<file path="src/rtl/id_ex_pipe_reg.sv">
// ID/EX pipeline register: captures decode results, inserts bubbles on stall/flush.
// Optional PIPE_STATS_EN adds saturating stall/flush event counters.
module id_ex_pipe_reg #(
    parameter int DATA_W = 32,
    parameter int PC_W   = 32
) (
    input  logic              clk,
    input  logic              reset,
    input  logic [4:0]        Rs_ID,
    input  logic [4:0]        Rt_ID,
    input  logic [4:0]        Rw_ID,
    input  logic [DATA_W-1:0] busA_ID,
    input  logic [DATA_W-1:0] busB_ID,
    input  logic [DATA_W-1:0] imm_ID,
    input  logic [PC_W-1:0]   PC_ID,
    input  logic              ALU_SRC_ID,
    input  logic              LD_ID,
    input  logic              REG_WR_ID,
    input  logic              MEM_WR_ID,
    input  logic              BRANCH_ID,
    input  logic [3:0]        ALU_CTRL_ID,
    input  logic              Stall_ID,
    input  logic [1:0]        OP_A_SEL,
    input  logic [1:0]        OP_B_SEL,
    input  logic              Flush_EX,
    output logic [DATA_W-1:0] busA_EX,
    output logic [DATA_W-1:0] busB_EX,
    output logic [DATA_W-1:0] imm_EX,
    output logic [PC_W-1:0]   PC_EX,
    output logic              ALU_SRC_EX,
    output logic              MEM_WR_EX,
    output logic              BRANCH_EX,
    output logic              REG_WR_EX,
    output logic [3:0]        ALU_CTRL_EX,
    output logic [1:0]        OP_A_SEL_EX,
    output logic [1:0]        OP_B_SEL_EX,
    output logic [4:0]        Rw_ID_EX,
    output logic              LD_ID_EX,
    output logic [4:0]        Rw_EX_MEM,
    output logic              LD_EX_MEM,
    output logic              valid_EX
`ifdef PIPE_STATS_EN
    ,
    output logic [31:0]       stall_cnt_o,
    output logic [31:0]       flush_cnt_o
`endif
);

    logic [DATA_W-1:0] r_busA, r_busB, r_imm;
    logic [PC_W-1:0]   r_pc;
    logic              r_alu_src, r_mem_wr, r_branch, r_reg_wr;
    logic [3:0]        r_alu_ctrl;
    logic [1:0]        r_opa, r_opb;
    logic [4:0]        r_rw_ex, r_rw_mem;
    logic              r_ld_ex, r_ld_mem, r_valid;
    logic              w_bubble;

    assign w_bubble = Flush_EX | Stall_ID;

    always_ff @(posedge clk) begin
        if (reset) begin
            r_busA     <= '0;
            r_busB     <= '0;
            r_imm      <= '0;
            r_pc       <= '0;
            r_alu_src  <= 1'b0;
            r_mem_wr   <= 1'b0;
            r_branch   <= 1'b0;
            r_reg_wr   <= 1'b0;
            r_alu_ctrl <= '0;
            r_opa      <= 2'b00;
            r_opb      <= 2'b00;
            r_rw_ex    <= '0;
            r_ld_ex    <= 1'b0;
            r_rw_mem   <= '0;
            r_ld_mem   <= 1'b0;
            r_valid    <= 1'b0;
        end else begin
            // EX never stalls, so the MEM tag always follows the EX tag
            r_rw_mem <= r_rw_ex;
            r_ld_mem <= r_ld_ex;
            if (w_bubble) begin
                r_busA     <= '0;
                r_busB     <= '0;
                r_imm      <= '0;
                r_pc       <= '0;
                r_alu_src  <= 1'b0;
                r_mem_wr   <= 1'b0;
                r_branch   <= 1'b0;
                r_reg_wr   <= 1'b0;
                r_alu_ctrl <= '0;
                r_opa      <= 2'b00;
                r_opb      <= 2'b00;
                r_rw_ex    <= '0;
                r_ld_ex    <= 1'b0;
                r_valid    <= 1'b0;
            end else begin
                r_busA     <= busA_ID;
                r_busB     <= busB_ID;
                r_imm      <= imm_ID;
                r_pc       <= PC_ID;
                r_alu_src  <= ALU_SRC_ID;
                r_mem_wr   <= MEM_WR_ID;
                r_branch   <= BRANCH_ID;
                r_reg_wr   <= REG_WR_ID;
                r_alu_ctrl <= ALU_CTRL_ID;
                r_opa      <= OP_A_SEL;
                r_opb      <= OP_B_SEL;
                r_rw_ex    <= REG_WR_ID ? Rw_ID : 5'd0;
                r_ld_ex    <= LD_ID;
                r_valid    <= 1'b1;
            end
        end
    end

    assign busA_EX     = r_busA;
    assign busB_EX     = r_busB;
    assign imm_EX      = r_imm;
    assign PC_EX       = r_pc;
    assign ALU_SRC_EX  = r_alu_src;
    assign MEM_WR_EX   = r_mem_wr;
    assign BRANCH_EX   = r_branch;
    assign REG_WR_EX   = r_reg_wr;
    assign ALU_CTRL_EX = r_alu_ctrl;
    assign OP_A_SEL_EX = r_opa;
    assign OP_B_SEL_EX = r_opb;
    assign Rw_ID_EX    = r_rw_ex;
    assign LD_ID_EX    = r_ld_ex;
    assign Rw_EX_MEM   = r_rw_mem;
    assign LD_EX_MEM   = r_ld_mem;
    assign valid_EX    = r_valid;

`ifdef PIPE_STATS_EN
    logic [31:0] r_stall_cnt, r_flush_cnt;

    always_ff @(posedge clk) begin
        if (reset) begin
            r_stall_cnt <= '0;
            r_flush_cnt <= '0;
        end else if (Flush_EX) begin
            if (r_flush_cnt != 32'hFFFF_FFFF)
                r_flush_cnt <= r_flush_cnt + 32'd1;
        end else if (Stall_ID) begin
            if (r_stall_cnt != 32'hFFFF_FFFF)
                r_stall_cnt <= r_stall_cnt + 32'd1;
        end
    end

    assign stall_cnt_o = r_stall_cnt;
    assign flush_cnt_o = r_flush_cnt;
`endif

    // $0 always reads zero, so forwarding into it is a hazard-unit bug
    a_rs_nofwd: assert property (@(posedge clk) disable iff (reset)
        (Rs_ID == 5'd0) |-> (OP_A_SEL == 2'b00));
    a_rt_nofwd: assert property (@(posedge clk) disable iff (reset)
        (Rt_ID == 5'd0) |-> (OP_B_SEL == 2'b00));

endmodule

</file>
<file path="config.mk">
export PLATFORM = sky130hd
export DESIGN_NAME = id_ex_pipe_reg
export DESIGN_NICKNAME = d
export VERILOG_FILES = /design/src/rtl/id_ex_pipe_reg.sv
export SDC_FILE = /design/constraint.sdc
export NUM_CORES = 1
export LEC_CHECK = 0
export ABC_AREA = 0
export CAP_MARGIN = 0
export CORE_MARGIN = 8
export CORE_UTILIZATION = 33
export DETAILED_ROUTE_END_ITERATION = 7
export PLACE_DENSITY_LB_ADDON = 0.12
export SLEW_MARGIN = 20
export SYNTH_ARGS = -nofsm -noshare
export SYNTH_HDL_FRONTEND = slang
export SYNTH_SLANG_ARGS = --single-unit
export TNS_END_PERCENT = 30
</file>
<file path="constraint.sdc">
create_clock -name clk -period 1.1 [get_ports clk]
set_clock_uncertainty 0.05 [all_clocks]
set_input_delay 0.22 -clock clk [delete_from_list [all_inputs] [get_ports clk]]
set_output_delay 0.22 -clock clk [all_outputs]
set_load 0.02 [all_outputs]
</file>
==> results.cfg, run 1 <==
[floorplanning]
chip_width_um = 128
floorplan.core_area_mm2 = 0.0121
starting_density_pct = 34.0
die_area_mm2 = 0.0163
ios = 313
fp-row-count = 40
fp.dieH_um = 128

[power_and_ir_drop]
p_leak_nw = 3.66
switching_power_share_of_the_total_pct = 20.0
vdd.ir_drop.worst_mv = 1.22
power.switching_mw = 2.60
share_of_power_burned_in_combinational_logic_pct = 9.4
clock_power_share_pct = 46.1
cellInternalPower_mw = 10.4
power_density_mw_per_mm2 = 1550
sequentialPowerShare_pct = 44.4

[placement]
placed_cells = 780
place.gp.congestion = 0.699
numPortBuffers = 302
hpwlAfterDp_um = 10800

[clocking]
clock_tree_from_tritoncts = yes
cts_buffers = 17
clock_sink_count = 153
cts_root_buf = sky130_fd_sc_hd__clkbuf_16
max_buffers_root_to_sink = 2
cts-htree-levels = 4
hold_buffers = 0
clk-insertion-delay-late_ns = 0.41
cts.reportedPaths.clkPinSlew_ns = 0.06

[sta]
relSlewSlack_pct = 86.5
fin_crit_ns = 1.15
number_of_hold_slack_violations_in_the_final_timing_report = 0
max_freq_ghz = 0.869
setup-violations-final = 153
rsz0062_at_grt = yes
final_max_slew_viol_count = 0
setup_ws_ns = -0.0509
layout_worst_path_cycle_share_pct = 105
tightestPinTransition_ns = 0.203

[setup_path]
worstRegToRegCells = 1
setup.worst_path.end_class = output port
worst-setup-path-type = reg2out
cp_slowest_cell = sky130_fd_sc_hd__dfxtp_2
cp.required_ns = 0.83
critPathMaxFanout = 2
path_delay_family = flip-flops
count_of_buffering_cells_on_the_critical_path_with_inverters_included = 1
critical_path.max_stage_delay_ns = 0.35
data_arrival_critical_path_ns = 0.88
reg2reg_setup_slack_ns = 0.49
rr_startpoint = Rw_ID_EX[0]
r2r-end = Rw_EX_MEM[0]
crit_path_cell_trace = buf_12
startpoint_type = flip-flop

[global_routing]
grt_first_pass_wirelength_um = 20800
pin_count_of_the_biggest_net_entering_global_routing = 43
grt_antenna_before_repair = 0
gr-total-overflow = 0
vias_in_the_first_global_route = 3421
globalRouteTotalUtil_pct = 17.5

[detailed_routing]
vias = 3258
drt_wirelength_um = 14400
ant_nets = 0
drt-initial-drc-count = 89
wire_per_inst_um = 17.7
avgViaCountPerCell = 4.00
first_pass_iters = 4
drc = 0

[worst_hold_path]
hold_wc_startpoint = Flush_EX
class_of_the_most_critical_hold_timing_path = in2reg
min_path_cells = 3
end_point_of_the_worst_hold_path = REG_WR_EX

[yosys]
post-synth-top-count-cell = sky130_fd_sc_hd__dfxtp_1
synthesis.yosys.warnings = 0
synth_area_mm2 = 0.00412
synth_async_sr_flop_share_pct = 0
ys_seq_area_share_pct = 74.4
synth-seq-cells = 153
post_synth_main_area_contributors = sky130_fd_sc_hd__dfxtp_1 74%, sky130_fd_sc_hd__and2_1 22%, sky130_fd_sc_hd__clkbuf_2 1.1%
synth_cells = 321
syn_area_per_cell_um2 = 12.8
netlist-cell-type-count = 9
synth_top_area_share_pct = 74.4
leading_area_contributor_after_synthesis = sky130_fd_sc_hd__dfxtp_1
postSynth.topFlopCell = sky130_fd_sc_hd__dfxtp_1
post_synth_edffs = 0
post_synth_most_frequent_cells = 153 x sky130_fd_sc_hd__dfxtp_1, 145 x sky130_fd_sc_hd__and2_1, 9 x sky130_fd_sc_hd__clkbuf_2
synthesis.nets = 481

[final_layout]
postLayoutCoreUtil_pct = 69.4
n_antenna_cell = 0
fin_cells = 815
layout-drive-gt1-share_pct = 53.3
num-nets-final = 796
fill_cells = 901
area_delta_synth_final_pct = 104

[outcome]
violated_checks = negative setup slack
outcome = complete, but fails checks

[job]
drv_cap = 0
-- final cells by class --
type	instances	area, um2	share of cell area, %
clock buffers	21	460	5.48
clock inverters	9	148	1.76
multi-input cells	153	976	11.6
flip-flops and latches	153	3250	38.7
well taps	168	210	2.50
repair buffers	311	3360	39.9
-- power groups by stage --
stage                     registers (mW)  clock network, mW  logic, mW
after global routing                5.79               6.37       1.30
after global placement              5.84                  0       1.16
final                               5.78               6.00       1.23
after floorplan                     6.03                  0      0.134
after CTS                           5.78               6.09       1.23
after detailed placement            5.85                  0       1.17
-- registers in the layout (all words and copies together) (netlist names), 2 cells and up --
register / cells
ALU_CTRL_EX: 4
OP_A_SEL_EX: 2
OP_B_SEL_EX: 2
PC_EX: 32
Rw_EX_MEM: 5
Rw_ID_EX: 5
busA_EX: 32
busB_EX: 32
imm_EX: 32
-- how the worst max path moves through the flow --
stage	startpoint	end	slack (ns)	cells after the start
after floorplan	Stall_ID	PC_EX[19]	0.12	4
after global placement	Stall_ID	imm_EX[0]	-0.48	4
after detailed placement	Stall_ID	imm_EX[24]	-0.54	4
after CTS	Rw_ID_EX[0]	Rw_ID_EX[0]	-0.08	1
after global routing	Rw_ID_EX[0]	Rw_ID_EX[0]	-0.09	1
final	Rw_ID_EX[0]	Rw_ID_EX[0]	-0.05	1
-- layer usage --
layer  up-vias  track usage (%)  wire length [um]
met4         0             8.39               359
met2       207             29.8              7070
met5         -                0                 0
li1       1597                -                 -
met1      1427             15.9              4900
met3        27             11.4              2060
-- placed cells by master (no fill, tap or decap) --
master,n
sky130_fd_sc_hd__buf_6,152
sky130_fd_sc_hd__bufbuf_16,1
sky130_fd_sc_hd__bufinv_16,4
sky130_fd_sc_hd__and2_1,145
sky130_fd_sc_hd__clkdlybuf4s50_1,146
sky130_fd_sc_hd__clkbuf_1,2
sky130_fd_sc_hd__nor4b_2,1
sky130_fd_sc_hd__dfxtp_2,153
sky130_fd_sc_hd__dlygate4sd2_1,3
sky130_fd_sc_hd__clkbuf_16,17
sky130_fd_sc_hd__buf_16,1
sky130_fd_sc_hd__nor3_4,1
sky130_fd_sc_hd__buf_12,3
sky130_fd_sc_hd__clkbuf_8,2
sky130_fd_sc_hd__clkinv_2,4
sky130_fd_sc_hd__buf_4,5
sky130_fd_sc_hd__clkinvlp_4,1
sky130_fd_sc_hd__nor2b_1,6
-- metrics by stage --
step / setup WS [ns] / setup TNS [ns] / hold slack, ns / power (mW) / instance area (um2)
after floorplan: 0.120 / 0 / 0.242 / 6.17 / 4120
after global placement: -0.483 / -76.00 / 0.402 / 7.00 / 7330
after detailed placement: -0.536 / -80.67 / 0.409 / 7.02 / 7330
after CTS: -0.0792 / -6.27 / 0.267 / 13.1 / 8330
after global routing: -0.0937 / -8.36 / 0.271 / 13.5 / 8410
final: -0.0509 / -2.43 / 0.281 / 13.0 / 8410
-- what timing repair did --
item,in CTS,in global routing
endpoints found under the setup margin,240,153
resized for setup,1021,29
cloned,2,0
pin swaps,1,0
buffers inserted,3,0
-- logic make-up after synthesis --
kind of cell	after synthesis	synth area share [%]
simple gates	153	23.7
buf+inv	15	1.85
flops	153	74.4
Power figures use the tool's default switching activity.
==> run 2, diff against run 1 <==
--- a/config.mk
+++ b/config.mk
@@ -9,5 +9,6 @@
 export CAP_MARGIN = 0
-export CORE_MARGIN = 8
-export CORE_UTILIZATION = 33
+export CORE_AREA = 2 2 122 124
 export DETAILED_ROUTE_END_ITERATION = 7
+export DIE_AREA = 0 0 124 126
+export GPL_ROUTABILITY_DRIVEN = 1
 export PLACE_DENSITY_LB_ADDON = 0.12
--- a/constraint.sdc
+++ b/constraint.sdc
@@ -4,2 +4,2 @@
 set_output_delay 0.22 -clock clk [all_outputs]
-set_load 0.02 [all_outputs]
+set_load 0.05 [all_outputs]
==> run 2 against run 1 <==
Effect of this change: the flow still finishes with violations (negative setup slack); hold slack better by 0.0064 ns; sequential share of layout area down 5.0 points; routed wire length decreased by 12%; die area fell by 4.1%; cell area is 15% higher; combinational power grew 46%; via count is 0.52% lower; register-to-register slack is essentially flat; non-clock buffer count decreased by 5; critical path type unchanged; highest routed layer unchanged.
==> results.cfg, run 2 (same netlist as run 1, synthesis figures left out) <==
[global_routing]
globalRouteTotalUtil_pct = 16.4
grt_antenna_before_repair = 0
grt_first_pass_wirelength_um = 18600
pin_count_of_the_biggest_net_entering_global_routing = 83
vias_in_the_first_global_route = 3367
gr-total-overflow = 0

[final_layout]
postLayoutCoreUtil_pct = 67.6
num-nets-final = 791
commonest_cells_after_routing_fill_and_taps_aside = 155 x sky130_fd_sc_hd__buf_12, 151 x sky130_fd_sc_hd__dfxtp_2, 146 x sky130_fd_sc_hd__clkdlybuf4s50_1
layout-drive-gt1-share_pct = 52.7
area_delta_synth_final_pct = 135
ff_latch_area_mm2 = 0.00326
n_antenna_cell = 0
multiInputGateArea_um2 = 976
fin_cells = 827
most_frequent_standard_cell_in_the_layout_excluding_fill_and_tap_cells = sky130_fd_sc_hd__buf_12
fill_cells = 1033

[clocking]
clk-insertion-delay-late_ns = 0.41
clock_tree_from_tritoncts = yes
cts_root_buf = sky130_fd_sc_hd__clkbuf_16
cts_buffers = 17
cts.reportedPaths.clkPinSlew_ns = 0.06
cts-htree-levels = 4
max_buffers_root_to_sink = 2
post-cts-setup-buffers = 0
clock_sink_count = 153

[placement]
hpwlAfterDp_um = 9920
placed_cells = 796
numPortBuffers = 302
dpl_worst_slack_ns = -0.518
place.gp.congestion = 0.740

[sta]
setup-violations-final = 153
max_freq_ghz = 0.847
layout_worst_path_cycle_share_pct = 107
fin_crit_ns = 1.18
hold-worst-slack_ns = 0.287
setup_ws_ns = -0.0810
relSlewSlack_pct = 81.9
tightestPinTransition_ns = 0.272
final_max_slew_viol_count = 0
rsz0062_at_grt = yes
number_of_hold_slack_violations_in_the_final_timing_report = 0

[power_and_ir_drop]
vdd.ir_drop.worst_mv = 0.892
p_leak_nw = 3.93
power_density_mw_per_mm2 = 1400
power.total_mw = 13.5

[detailed_routing]
drc = 0
drt_wirelength_um = 12600
wire_per_inst_um = 15.3
first_pass_iters = 4
avgViaCountPerCell = 3.92
vias = 3241
ant_nets = 0
drt-initial-drc-count = 53

[setup_path]
worstRegToRegCells = 1
cp_slowest_cell = sky130_fd_sc_hd__dfxtp_4
critPathMaxFanout = 1
rr_startpoint = Rw_ID_EX[4]
crit_path_cell_trace = buf_12
r2r-end = Rw_EX_MEM[4]
path_delay_family = flip-flops
count_of_buffering_cells_on_the_critical_path_with_inverters_included = 1
startpoint_type = flip-flop
setup.worst_path.end_class = output port
setup.worst_path.start = PC_EX[16]
data_arrival_critical_path_ns = 0.91
reg2reg_setup_slack_ns = 0.48
critical_path.max_stage_delay_ns = 0.35
cp.required_ns = 0.83
worst-setup-path-type = reg2out

[floorplanning]
chip_width_um = 124
die_area_mm2 = 0.0156
fp.dieH_um = 126
floorplan.core_area_mm2 = 0.0143
ios = 313
starting_density_pct = 28.8
fp-row-count = 44

[outcome]
outcome = complete, but fails checks
violated_checks = negative setup slack

[worst_hold_path]
end_point_of_the_worst_hold_path = Rw_EX_MEM[0]
hold_wc_startpoint = reset
class_of_the_most_critical_hold_timing_path = in2reg
min_path_cells = 3

[job]
drv_cap = 0
## run 2: how the worst max path moves through the flow
stage                             end  slack (ns)  cells after the start
after global routing        PC_EX[16]       -0.12                      1
after detailed placement   busB_EX[1]       -0.52                      4
final                       PC_EX[16]       -0.08                      1
after global placement    busB_EX[15]       -0.48                      4
after floorplan             PC_EX[19]        0.12                      4
after CTS                   PC_EX[16]       -0.11                      1
## run 2: power breakdown
group / switching (mW) / leakage (nW) / internal (mW)
Sequential: 0.117 / 1.32 / 5.71
Clock: 2.14 / 0.290 / 3.74
Combinational: 0.720 / 2.32 / 1.07
Total: 2.98 / 3.93 / 10.5
## run 2: metrics by stage
stage	setup TNS, ns	instance area, um2
CTS	-11.94	9670
floorplan	0	4120
finish	-7.81	9670
global placement	-66.14	8880
detailed placement	-68.67	8880
global route	-13.66	9670
## run 2: area by class of cell
| type | instances | area share (%) |
|---|---|---|
| Clock buffer | 24 | 4.98 |
| Clock inverter | 7 | 1.20 |
| Multi-Input combinational cell | 153 | 10.1 |
| Sequential cell | 153 | 33.7 |
| Tap cell | 184 | 2.38 |
| Timing Repair Buffer | 306 | 47.6 |
## run 2: timing repair
action	in CTS	in global routing
pin swaps	1	0
hold buffers	0	0
gates resized for setup	158	0
setup endpoints to repair	260	153
## run 2: routing by layer
metal | vias up | global-route usage [%] | part of all wire, %
met5 | - | 0 | 0
met4 | 0 | 7.60 | 2.3
met3 | 22 | 9.38 | 14
met2 | 194 | 28.8 | 51
met1 | 1437 | 15.1 | 32
li1 | 1588 | - | -
==> run 3, diff against run 2 <==
SETUP_SLACK_MARGIN = 0.15   (was not set)
==> run 3 against run 2 <==
Effect of this change: the run still ends with negative setup slack left; combinational power is essentially flat; sequential share of layout area fell by 0.19 points; non-clock buffer count did not move; register-to-register slack barely moved; fmax up 0.89%; critical endpoint is now PC_EX[22]; largest cell class unchanged; highest routed layer unchanged.
==> results.cfg, run 3 (same netlist as run 1, synthesis figures left out) <==
[placement]
place.gp.congestion = 0.715
numPortBuffers = 302
hpwlAfterDp_um = 9880
placement_stage_cell_area_mm2 = 0.00888

[detailed_routing]
wire_per_inst_um = 15.2
ant_nets = 0
vias = 3210
drt_wirelength_um = 12500
first_pass_iters = 2
drc = 0
avgViaCountPerCell = 3.89
drt-initial-drc-count = 58

[setup_path]
crit_path_cell_trace = buf_12
cp.required_ns = 0.83
data_arrival_critical_path_ns = 0.90
setup.worst_path.end_class = output port
endpoint = PC_EX[22]
setup.worst_path.start = PC_EX[22]
critical_path.max_stage_delay_ns = 0.35
worstRegToRegCells = 1
cp_slowest_cell = sky130_fd_sc_hd__dfxtp_2
path_delay_family = flip-flops
reg2reg_setup_slack_ns = 0.49
count_of_buffering_cells_on_the_critical_path_with_inverters_included = 1
rr_startpoint = Rw_ID_EX[4]
r2r-end = Rw_EX_MEM[4]
critPathMaxFanout = 1
startpoint_type = flip-flop
worst-setup-path-type = reg2out
critical_path_cell_count = 1

[final_layout]
num-nets-final = 791
most_frequent_standard_cell_in_the_layout_excluding_fill_and_tap_cells = sky130_fd_sc_hd__buf_12
fin_area_mm2 = 0.00971
multiInputGateArea_um2 = 978
fill_cells = 1032
n_antenna_cell = 0
commonest_cells_after_routing_fill_and_taps_aside = 155 x sky130_fd_sc_hd__buf_12, 153 x sky130_fd_sc_hd__dfxtp_2, 146 x sky130_fd_sc_hd__clkdlybuf4s50_1
layout-drive-gt1-share_pct = 53.7
area_delta_synth_final_pct = 136
ff_latch_area_mm2 = 0.00325

[worst_hold_path]
class_of_the_most_critical_hold_timing_path = in2reg
hold_wc_startpoint = Flush_EX

[global_routing]
grt_first_pass_wirelength_um = 18800
vias_in_the_first_global_route = 3447
gr-total-overflow = 0
pin_count_of_the_biggest_net_entering_global_routing = 72
globalRouteTotalUtil_pct = 16.6
grt_antenna_before_repair = 0

[clocking]
cts_root_buf = sky130_fd_sc_hd__clkbuf_16
clock_tree_from_tritoncts = yes
cts_buffers = 17
cts-htree-levels = 4
max_buffers_root_to_sink = 2
post-cts-setup-buffers = 0
clk-insertion-delay-late_ns = 0.41
clock_sink_count = 153
cts.reportedPaths.clkPinSlew_ns = 0.06

[sta]
rsz0062_at_grt = yes
fin_crit_ns = 1.17
layout_worst_path_cycle_share_pct = 106
setup_ws_ns = -0.0705
max_freq_ghz = 0.854
number_of_hold_slack_violations_in_the_final_timing_report = 0
final.setup.tns_ns = -7.81
setup-violations-final = 153
tightestPinTransition_ns = 0.265
final_max_slew_viol_count = 0
relSlewSlack_pct = 82.3

[power_and_ir_drop]
power_density_mw_per_mm2 = 1430
p_leak_nw = 3.96
vdd.ir_drop.worst_mv = 0.906
power.total_mw = 13.9

[floorplanning]
floorplan.core_area_mm2 = 0.0143
fp-row-count = 44
ios = 313
chip_width_um = 124
die_area_mm2 = 0.0156
fp.dieH_um = 126
starting_density_pct = 28.8

[job]
drv_cap = 0

[outcome]
outcome = complete, but fails checks
violated_checks = negative setup slack
-- run 3: cell types whose count changed in the layout (fill, tap and decap cells not counted), moves of 2 or more --
cell / change
sky130_fd_sc_hd__clkbuf_1: -4
sky130_fd_sc_hd__clkbuf_8: +3
sky130_fd_sc_hd__dlygate4sd2_1: -3
sky130_fd_sc_hd__clkbuf_2: +2
sky130_fd_sc_hd__dfxtp_2: +2
sky130_fd_sc_hd__dfxtp_4: -2
-- run 3: metrics by stage --
stage | std cells | hold slack (ns) | utilization, % | worst slack (ns)
6_report | 826 | 0.127 | 67.8 | -0.0705
5_1_grt | 826 | 0.120 | 67.8 | -0.115
4_1_cts | 826 | 0.263 | 67.8 | -0.101
3_5_place_dp | 796 | 0.444 | 62.0 | -0.506
3_3_place_gp | 796 | 0.439 | 62.0 | -0.459
2_1_floorplan | 321 | 0.242 | - | 0.120
-- run 3: what timing repair did --
action | in CTS | in global routing
endpoints found under the setup margin | 299 | 293
hold buffers | 0 | 0
gates resized for setup | 156 | 6
pin swaps | 0 | 2
-- run 3: how the worst min path moves through the flow --
stage                   endpoint  depth (start not counted)
floorplan              LD_EX_MEM                          1
global placement    Rw_EX_MEM[2]                          1
detailed placement     LD_EX_MEM                          1
CTS                    REG_WR_EX                          3
global route           REG_WR_EX                          3
finish                 REG_WR_EX                          3
-- run 3: layout make-up --
type	count	area share, %
repair buffers	306	47.4
flip-flops and latches	153	33.5
multi-input cells	153	10.1
clock buffers	23	5.23
well taps	184	2.37
clock inverters	7	1.42
-- run 3: power by group --
group          leakage [nW]  internal (mW)  total, mW  switching (mW)
Clock                 0.317           4.13       6.25            2.12
Sequential             1.31           5.72       5.84           0.117
Combinational          2.32           1.07       1.79           0.717
Total                  3.96           10.9       13.9            2.95
-- run 3: routing by layer --
metal	part of all wire [%]	wire (um)	vias up	track usage, %
li1	-	-	1588	-
met1	31	3920	1389	14.8
met2	49	6190	207	27.8
met3	16	2060	26	11.4
met4	2.9	365	0	8.66
met5	0	0	-	0
